## config.mk

```make
export PLATFORM = sky130hd
export DESIGN_NAME = stage_2
export DESIGN_NICKNAME = d
export VERILOG_FILES = /design/src/rtl/stage_2.sv
export SDC_FILE = /design/constraint.sdc
export NUM_CORES = 2
export LEC_CHECK = 0
export CAP_MARGIN = 25
export CELL_PAD_IN_SITES_DETAIL_PLACEMENT = 1
export CELL_PAD_IN_SITES_GLOBAL_PLACEMENT = 1
export CORE_ASPECT_RATIO = 0.6
export CORE_MARGIN = 4
export CORE_UTILIZATION = 46
export CTS_BUF_LIST = sky130_fd_sc_hd__clkbuf_16
export CTS_CLUSTER_DIAMETER = 50
export DETAILED_ROUTE_END_ITERATION = 7
export GPL_TIMING_DRIVEN = 0
export PLACE_DENSITY_LB_ADDON = 0.1
export SETUP_SLACK_MARGIN = 0.02
export SLEW_MARGIN = 30
export SYNTH_ARGS = -nofsm -noshare
export SYNTH_HDL_FRONTEND = slang
export SYNTH_SLANG_ARGS = --single-unit
```

## constraint.sdc

```tcl
create_clock -name Clock -period 2.45 [get_ports Clock]
set_clock_uncertainty 0.2 [all_clocks]
set_input_delay 0.245 -clock Clock [delete_from_list [all_inputs] [get_ports Clock]]
set_output_delay 0.245 -clock Clock [all_outputs]
set_load 0.02 [all_outputs]
```

## src/rtl/stage_2.sv

```systemverilog
// Decode stage: IF/ID pipeline register, 32x32 register file with write-through
// bypass, immediate generation and main control decode.
module stage_2 #(
    parameter int DATA_W = 32
) (
    input  logic              Clock,
    input  logic              Reset,
    input  logic [31:0]       Instruction_Fetch_IF_PM,
    input  logic [31:0]       PC_IF,
    input  logic              Do_Stall,
    input  logic              Is_Branch_Taken,
    input  logic              Reg_Write_WB,
    input  logic [4:0]        Rd_WB,
    input  logic [DATA_W-1:0] Write_Data_WB,
    output logic [31:0]       Instruction_Register_ID,
    output logic [31:0]       PC_ID,
    output logic [4:0]        Rs1_ID,
    output logic [4:0]        Rs2_ID,
    output logic [4:0]        Rd_ID,
    output logic [DATA_W-1:0] Rs1_Data_ID,
    output logic [DATA_W-1:0] Rs2_Data_ID,
    output logic [31:0]       Immediate_ID,
    output logic [2:0]        Funct3_ID,
    output logic [6:0]        Funct7_ID,
    output logic [6:0]        Opcode_ID,
    output logic              Reg_Write_ID,
    output logic              Mem_Read_ID,
    output logic              Mem_Write_ID,
    output logic              ALU_Src_ID,
    output logic              Branch_ID,
    output logic              Jump_ID,
    output logic              Illegal_ID
);

    localparam logic [31:0] NOP      = 32'h0000_0033;
    localparam logic [6:0]  OP_R     = 7'b0110011;
    localparam logic [6:0]  OP_IMM   = 7'b0010011;
    localparam logic [6:0]  OP_LOAD  = 7'b0000011;
    localparam logic [6:0]  OP_STORE = 7'b0100011;
    localparam logic [6:0]  OP_BR    = 7'b1100011;
    localparam logic [6:0]  OP_JAL   = 7'b1101111;
    localparam logic [6:0]  OP_JALR  = 7'b1100111;
    localparam logic [6:0]  OP_LUI   = 7'b0110111;
    localparam logic [6:0]  OP_AUIPC = 7'b0010111;

    function automatic logic [31:0] imm_gen(input logic [31:0] ins);
        logic signed [31:0] imm;
        case (ins[6:0])
            OP_LOAD, OP_IMM, OP_JALR: imm = 32'($signed(ins[31:20]));
            OP_STORE: imm = 32'($signed({ins[31:25], ins[11:7]}));
            OP_BR:    imm = 32'($signed({ins[31], ins[7], ins[30:25], ins[11:8], 1'b0}));
            OP_LUI, OP_AUIPC: imm = $signed({ins[31:12], 12'b0});
            OP_JAL:   imm = 32'($signed({ins[31], ins[19:12], ins[20], ins[30:21], 1'b0}));
            default:  imm = '0;
        endcase
        return imm;
    endfunction

    logic [31:0]       instr_p1;
    logic [31:0]       pc_p1;
    logic [DATA_W-1:0] regs [0:31];
    logic              rw_raw;

    // IF -> ID boundary: flush beats stall; a flush leaves the PC untouched
    always_ff @(posedge Clock or negedge Reset) begin
        if (!Reset) begin
            instr_p1 <= NOP;
            pc_p1    <= '0;
        end else if (Is_Branch_Taken) begin
            instr_p1 <= NOP;
        end else if (!Do_Stall) begin
            instr_p1 <= Instruction_Fetch_IF_PM;
            pc_p1    <= PC_IF;
        end
    end

    always_ff @(posedge Clock or negedge Reset) begin
        if (!Reset) begin
            for (int i = 0; i < 32; i++) regs[i] <= '0;
        end else if (Reg_Write_WB && Rd_WB != 5'd0) begin
            regs[Rd_WB] <= Write_Data_WB;
        end
    end

    assign Instruction_Register_ID = instr_p1;
    assign PC_ID     = pc_p1;
    assign Rs1_ID    = instr_p1[19:15];
    assign Rs2_ID    = instr_p1[24:20];
    assign Rd_ID     = instr_p1[11:7];
    assign Funct3_ID = instr_p1[14:12];
    assign Funct7_ID = instr_p1[31:25];
    assign Opcode_ID = instr_p1[6:0];
    assign Immediate_ID = imm_gen(instr_p1);

    // Same-cycle writeback is forwarded so ID never sees a stale operand
    always_comb begin
        Rs1_Data_ID = regs[Rs1_ID];
        Rs2_Data_ID = regs[Rs2_ID];
        if (Reg_Write_WB && Rd_WB != 5'd0 && Rd_WB == Rs1_ID) Rs1_Data_ID = Write_Data_WB;
        if (Reg_Write_WB && Rd_WB != 5'd0 && Rd_WB == Rs2_ID) Rs2_Data_ID = Write_Data_WB;
        if (Rs1_ID == 5'd0) Rs1_Data_ID = '0;
        if (Rs2_ID == 5'd0) Rs2_Data_ID = '0;
    end

    always_comb begin
        rw_raw       = 1'b0;
        Mem_Read_ID  = 1'b0;
        Mem_Write_ID = 1'b0;
        ALU_Src_ID   = 1'b0;
        Branch_ID    = 1'b0;
        Jump_ID      = 1'b0;
        Illegal_ID   = 1'b0;
        case (Opcode_ID)
            OP_R:     rw_raw = 1'b1;
            OP_IMM:   begin rw_raw = 1'b1; ALU_Src_ID = 1'b1; end
            OP_LOAD:  begin rw_raw = 1'b1; ALU_Src_ID = 1'b1; Mem_Read_ID = 1'b1; end
            OP_STORE: begin ALU_Src_ID = 1'b1; Mem_Write_ID = 1'b1; end
            OP_BR:    Branch_ID = 1'b1;
            OP_JAL:   begin rw_raw = 1'b1; Jump_ID = 1'b1; end
            OP_JALR:  begin rw_raw = 1'b1; Jump_ID = 1'b1; ALU_Src_ID = 1'b1; end
            OP_LUI, OP_AUIPC: begin rw_raw = 1'b1; ALU_Src_ID = 1'b1; end
            default:  Illegal_ID = 1'b1;
        endcase
    end

    assign Reg_Write_ID = rw_raw && (Rd_ID != 5'd0);

endmodule

```

Word level (Yosys, flattened, before mapping)
Index checks and enable logic that the tools add are counted.
{"block": "op_classes", "n_lt_le_gt_ge": 4, "eq_ne": 12, "n_mux": 23, "bitwise_logic": 5, "reduce_logical": 16}
{"cell": "1024-bit bitwise mux", "n": 1}
{"cell": "32-bit two-way mux", "n": 11}
{"cell": "32-bit binary-select mux with 5-bit select", "n": 2}
{"cell": "32-bit demux with 5-bit select", "n": 1}
{"cell": "32-bit case mux with 5 select lines", "n": 1}
{"cell": "7-bit by 6-bit equality test with 1-bit output (second input constant)", "n": 3}
{"cell": "7-bit equality test (second input constant)", "n": 3}
{"cell": "6-bit >= comparator (second input constant)", "n": 3}
{"cell": "5-bit NOT with 6-bit output", "n": 3}
{"cell": "7-bit by 5-bit equality test with 1-bit output (second input constant)", "n": 2}
{"cell": "5-bit equality test", "n": 2}
{"cell": "5-bit zero test", "n": 2}
{"cell": "5-bit nonzero test", "n": 2}
{"cell": "9-bit OR reduction", "n": 1}
{"cell": "7-bit by 2-bit equality test with 1-bit output (second input constant)", "n": 1}
{"cell": "1-bit two-way mux", "n": 7}
{"cell": "7-bit OR reduction", "n": 1}
{"cell": "6-bit by 1-bit less-than comparator with 1-bit output (second input constant)", "n": 1}
{"cell": "6-bit OR reduction", "n": 1}
{"cell": "1-bit logical AND", "n": 5}
{"cell": "2-bit OR reduction", "n": 2}
{"cell": "3-bit OR reduction", "n": 1}
{"cell": "2-bit by 1-bit inequality test with 1-bit output (second input constant)", "n": 1}
{"cell": "1-bit NOT", "n": 2}
{"cell": "2-bit AND reduction", "n": 1}
{"block": "totals", "ff_bits": 1088, "in_bits": 106, "out_inout_bits": 199, "word_cells": 94}

Longest topological paths before layout
{"block": "logic_depth", "word_depth": 6, "ltp_mapped": 10, "depth_no_buf": 5}

Least setup slack after synthesis
No wires, ideal clock.
{"block": "synth_path", "path_kind": "register to output", "from": "reg instr_p1[21] (netlist: Instruction_Register_ID[21])", "to": "out Rs2_Data_ID[22]", "arrival_ns": 2.235, "t_required_ns": 2.005, "slack_ns": -0.230, "path_stages_with_launch": 9, "path_buffers": 3, "cell_sequence": "dfrtp_1 buf_4 buf_6 buf_2 nor3b_1 a22oi_1 nand4_1 nor2_1 nor3_1"}
{"block": "synth_via", "elab_chain_cells": 6, "word_cells_on_any_way": 9, "cone_classes": "1 x eq/ne; 5 x mux; 1 x bitwise; 2 x reduce/logical"}
{"element": "start, declared", "line": "59", "text": "logic [31:0] instr_p1;"}
{"element": "start signal, assigned", "line": "72", "text": "instr_p1 <= Instruction_Fetch_IF_PM;"}
{"element": "5-bit NOT with 6-bit output (not written as such)", "line": "98", "text": "Rs2_Data_ID = regs[Rs2_ID];"}
{"element": "32-bit binary-select mux with 5-bit select", "line": "98"}
{"element": "32-bit two-way mux (not written as such) (2 in a row)", "line": "98"}
{"element": "32-bit two-way mux", "line": "100", "text": "if (Reg_Write_WB && Rd_WB != 5'd0 && Rd_WB == Rs2_ID) Rs2_Data_ID = Write_Data_WB;"}
{"element": "32-bit two-way mux (*)", "line": "102", "text": "if (Rs2_ID == 5'd0) Rs2_Data_ID = '0;"}
{"element": "end, declared", "line": "21", "text": "output logic [DATA_W-1:0] Rs2_Data_ID,"}
Every way passes the cells marked *; elsewhere a longest branch is shown, timed or not. The select of a mux whose other input is x is not followed.

Worst setup path after layout
{"block": "layout_path", "from": "reg instr_p1[15] (netlist: Instruction_Register_ID[15])", "to": "out Rs1_Data_ID[29]"}
{"block": "layout_via", "elab_chain_cells": 6, "word_cells_on_any_way": 9, "cone_classes": "1 x eq/ne; 5 x mux; 1 x bitwise; 2 x reduce/logical"}
{"element": "5-bit NOT with 6-bit output (not written as such)", "line": "97", "text": "Rs1_Data_ID = regs[Rs1_ID];"}
{"element": "32-bit binary-select mux with 5-bit select", "line": "97"}
{"element": "32-bit two-way mux (not written as such) (2 in a row)", "line": "97"}
{"element": "32-bit two-way mux", "line": "99", "text": "if (Reg_Write_WB && Rd_WB != 5'd0 && Rd_WB == Rs1_ID) Rs1_Data_ID = Write_Data_WB;"}
{"element": "32-bit two-way mux (*)", "line": "101", "text": "if (Rs1_ID == 5'd0) Rs1_Data_ID = '0;"}
{"element": "end, declared", "line": "20", "text": "output logic [DATA_W-1:0] Rs1_Data_ID,"}
Marks and branches as above.

==> metrics.csv <==
metric,value,unit
antenna_found_initial,20,
finalSetupViolCount,468,
hold_ws,0.05604,ns
placed_cells,6103,
avgRoutedWirePerCell,43.15,um
synth_ff_type,dfrtp_1,
final_nets,5073,
worst_setup_path_end_kind,output pin,
rsz0062_at_grt,yes,
core-area,0.1266,sq mm
cts_tree,built,
drv_slew,0,
insertion_delay,0.74,ns
rows,101,
drt-total-wl,292400,um
fmax,249.1,MHz
overflow,0,
first_pass_iters,6,
finalWorstSetupSlack,-1.564,ns
syn-instance-count,4080,
cp_max_fo,11,
synth_cell_type_count,59,
cts_root_buf,clkbuf_16,
p_leak,33.42,nW
hp-class,in2reg,
vias,47309,
synth_fp_nets,4186,
htree_levels,3,
worstPathRequired,2.01,ns
die_area,0.1337,sq mm
switching_share,31.98,%
switching_power,18.57,mW
post_dp_cell_area,0.06499,sq mm
violations,setup timing,
ys_seq_area_share,46.34,%
yosysWarnings,0,
drtIter0Drc,6682,
pwr-share-comb,26.9,%
syn_to_final_growth,33.05,%
power_density,742.8,mW/mm^2
clockBufferDepth,3,
grt_pass1_vias,45926,
ys_ff_latch,1088,
numClockSinks,1088,
seqPwrFrac,41.5,%
drc,0,
gp_congestion,1.005,
grt_pass1_wl,382100,um
critPathKind,reg2out,
track_usage,41.09,%
worst_r2r_startpoint,Instruction_Register_ID[20],
layout_min_cycle_time,4.014,ns
fin_util,61.74,%
cts_buffers,115,
p_int,39.50,mW
fillers,11478,
synth_edf_count,0,
start_util,46.41,%
layout.cells.non_filler,6778,
die_w,469.4,um
worst_pin_slew,1.124,ns
fp.dieH,284.8,um
crit_path_start,Instruction_Register_ID[15],
final.period_utilization,163.8,%
clkPwrFrac,31.5,%
cts.clk_slew.worst_paths,0.07,ns
hold_viol,0,
ioPinCount,305,
dp_hpwl,192700,um
final_layout_size_suffix_gt1_share,56.90,%
p_total,58.07,mW
final_area,0.07818,sq mm
hp-start,PC_IF[6],
arrival,3.57,ns
drv_cap,0,
cp-start-kind,register,
ys_async_sr_fraction,100.0,%
run_status,"complete, but fails checks",
netlist_area,0.05876,sq mm
grt_max_degree,130,
ir_drop,0.6296,mV
relSlewSlack,25.05,%
antenna_left,0,
port_buffers,298,
vias_per_cell,6.980,
synth.avg_cell_area,14.40,sq um
-- cells in the final DEF, fill, tap and decap left out, types with 75 or more instances in the layout --
cell type	n
dfrtp_1	1070
mux2_2	1026
mux4_2	403
buf_4	281
mux2i_1	210
clkdlybuf4s50_1	177
buf_6	165
clkbuf_1	138
clkbuf_16	134
buf_12	114
buf_16	83
buf_2	75
-- cells in the mapped netlist, types with 4 or more instances --
| library cell | count | area, sq um |
|---|---|---|
| buf_4 | 57 | 427.9 |
| o21ai_0 | 12 | 60.06 |
| a21oi_1 | 42 | 210.2 |
| a31oi_1 | 9 | 56.30 |
| a221o_1 | 4 | 40.04 |
| nor2b_1 | 13 | 81.33 |
| dfrtp_1 | 1084 | 27130 |
| mux4_1 | 32 | 840.8 |
| a221oi_1 | 54 | 473.0 |
| nor3b_1 | 13 | 97.59 |
| buf_8 | 8 | 120.1 |
| nand2_1 | 37 | 138.9 |
| o31ai_1 | 5 | 37.54 |
| nand4_1 | 14 | 87.58 |
| mux2i_1 | 258 | 2582 |
| o22ai_1 | 33 | 206.5 |
| a211oi_1 | 81 | 608.1 |
| nand2b_1 | 34 | 212.7 |
| and3b_1 | 6 | 52.55 |
| nor3_1 | 59 | 295.3 |
| nand3_1 | 6 | 30.03 |
| clkbuf_1 | 213 | 799.5 |
| a21o_1 | 19 | 142.6 |
| mux2_2 | 1026 | 11550 |
| buf_1 | 61 | 229.0 |
| mux4_2 | 387 | 8716 |
| a22oi_1 | 99 | 743.2 |
| a211o_1 | 36 | 315.3 |
| a31o_2 | 14 | 122.6 |
| nor2_1 | 92 | 345.3 |
| and2_1 | 42 | 262.8 |
| nand3b_1 | 5 | 37.54 |
| o21bai_1 | 7 | 52.55 |
| and3_1 | 4 | 25.02 |
| buf_2 | 107 | 535.5 |
| xnor2_1 | 7 | 61.31 |
| buf_6 | 44 | 495.5 |
| dfstp_2 | 4 | 105.1 |
| a22o_1 | 22 | 192.7 |
-- power by group through the flow --
stage | Sequential [mW] | Clock, mW | Combinational (mW)
6_report | 24.1 | 18.3 | 15.6
5_1_grt | 24.4 | 19.1 | 16.1
4_1_cts | 23.8 | 18.2 | 14.0
3_5_place_dp | 24.1 | 0 | 12.5
3_3_place_gp | 24.0 | 0 | 11.9
2_1_floorplan | 23.3 | 0 | 8.19
-- what timing repair did --
item / CTS / global route
endpoints found under the setup margin: 245 / 1077
hold buffers: 69 / 1
gates resized for setup: 982 / 661
buffers inserted: 153 / 218
pin swaps: 103 / 186
gates cloned: 13 / 14
endpoints found under the hold margin: 484 / 299
-- cell type report --
cell class	count	area, sq um	area share, %
timing repair buffer	780	8939	11.43
buffer	482	4690	5.999
clock buffer	118	2953	3.777
antenna	14	35.03	0.04481
tap	1699	2126	2.719
multi-input combinational	2498	31360	40.11
inverter	2	12.51	0.01600
sequential	1088	27250	34.85
clock inverter	97	818.3	1.047
-- cells by family (layout without fill, tap and decap cells) --
| group | Yosys count | count (layout) | share of synthesized area (%) |
|---|---|---|---|
| other cells | 0 | 14 | 0 |
| simple gates | 343 | 343 | 3.096 |
| buf+inv | 494 | 1479 | 4.467 |
| compound gates | 442 | 442 | 5.624 |
| xor+xnor | 10 | 10 | 0.1491 |
| flops | 1088 | 1088 | 46.34 |
| mux | 1703 | 1703 | 40.32 |
-- critical path, cell delays in order, from the launching register on --
cell	delay [ns]
dfrtp_2	0.45
buf_12	0.21
buf_16	0.21
buf_16	0.24
mux2i_1	0.14
a221oi_1	0.73
a21oi_2	0.15
nor3_2	0.29
a211o_1	0.21
buf_6	0.14
-- registers in the layout (all words and copies together) (netlist names) --
signal                   cells
regs                      1024
PC_ID                       32
Instruction_Register_ID     32
-- per-layer routing --
metal	global-route usage [%]	up-vias	share of wire, %
met2	53.79	3449	40
met3	19.30	790	15
met4	18.43	24	5.8
li1	-	17487	-
met1	57.42	25559	39
met5	1.066	-	0.18
-- per-stage QoR --
| stage | TNS, ns | worst slack (ns) |
|---|---|---|
| after floorplan | -0.7542 | -0.03131 |
| after global placement | - | -54.66 |
| after detailed placement | -761.33 | -2.514 |
| after CTS | -380.40 | -1.480 |
| after global routing | -235.23 | -1.539 |
| final | -173.65 | -1.564 |
-- worst paths after layout --
path                                          endpoint  depth (start not counted)  slack, ns
setup / recovery                       Rs1_Data_ID[29]                          9      -1.56
hold / removal                                PC_ID[6]                          2       0.06
setup reg to reg           Instruction_Register_ID[20]                         11       0.14
hold reg to reg                              regs[992]                          1       0.28
max in group asynchronous                    regs[878]                          9      -0.52
min in group asynchronous  Instruction_Register_ID[24]                          6       0.49
Note: power is estimated with default switching activity, not from simulation.
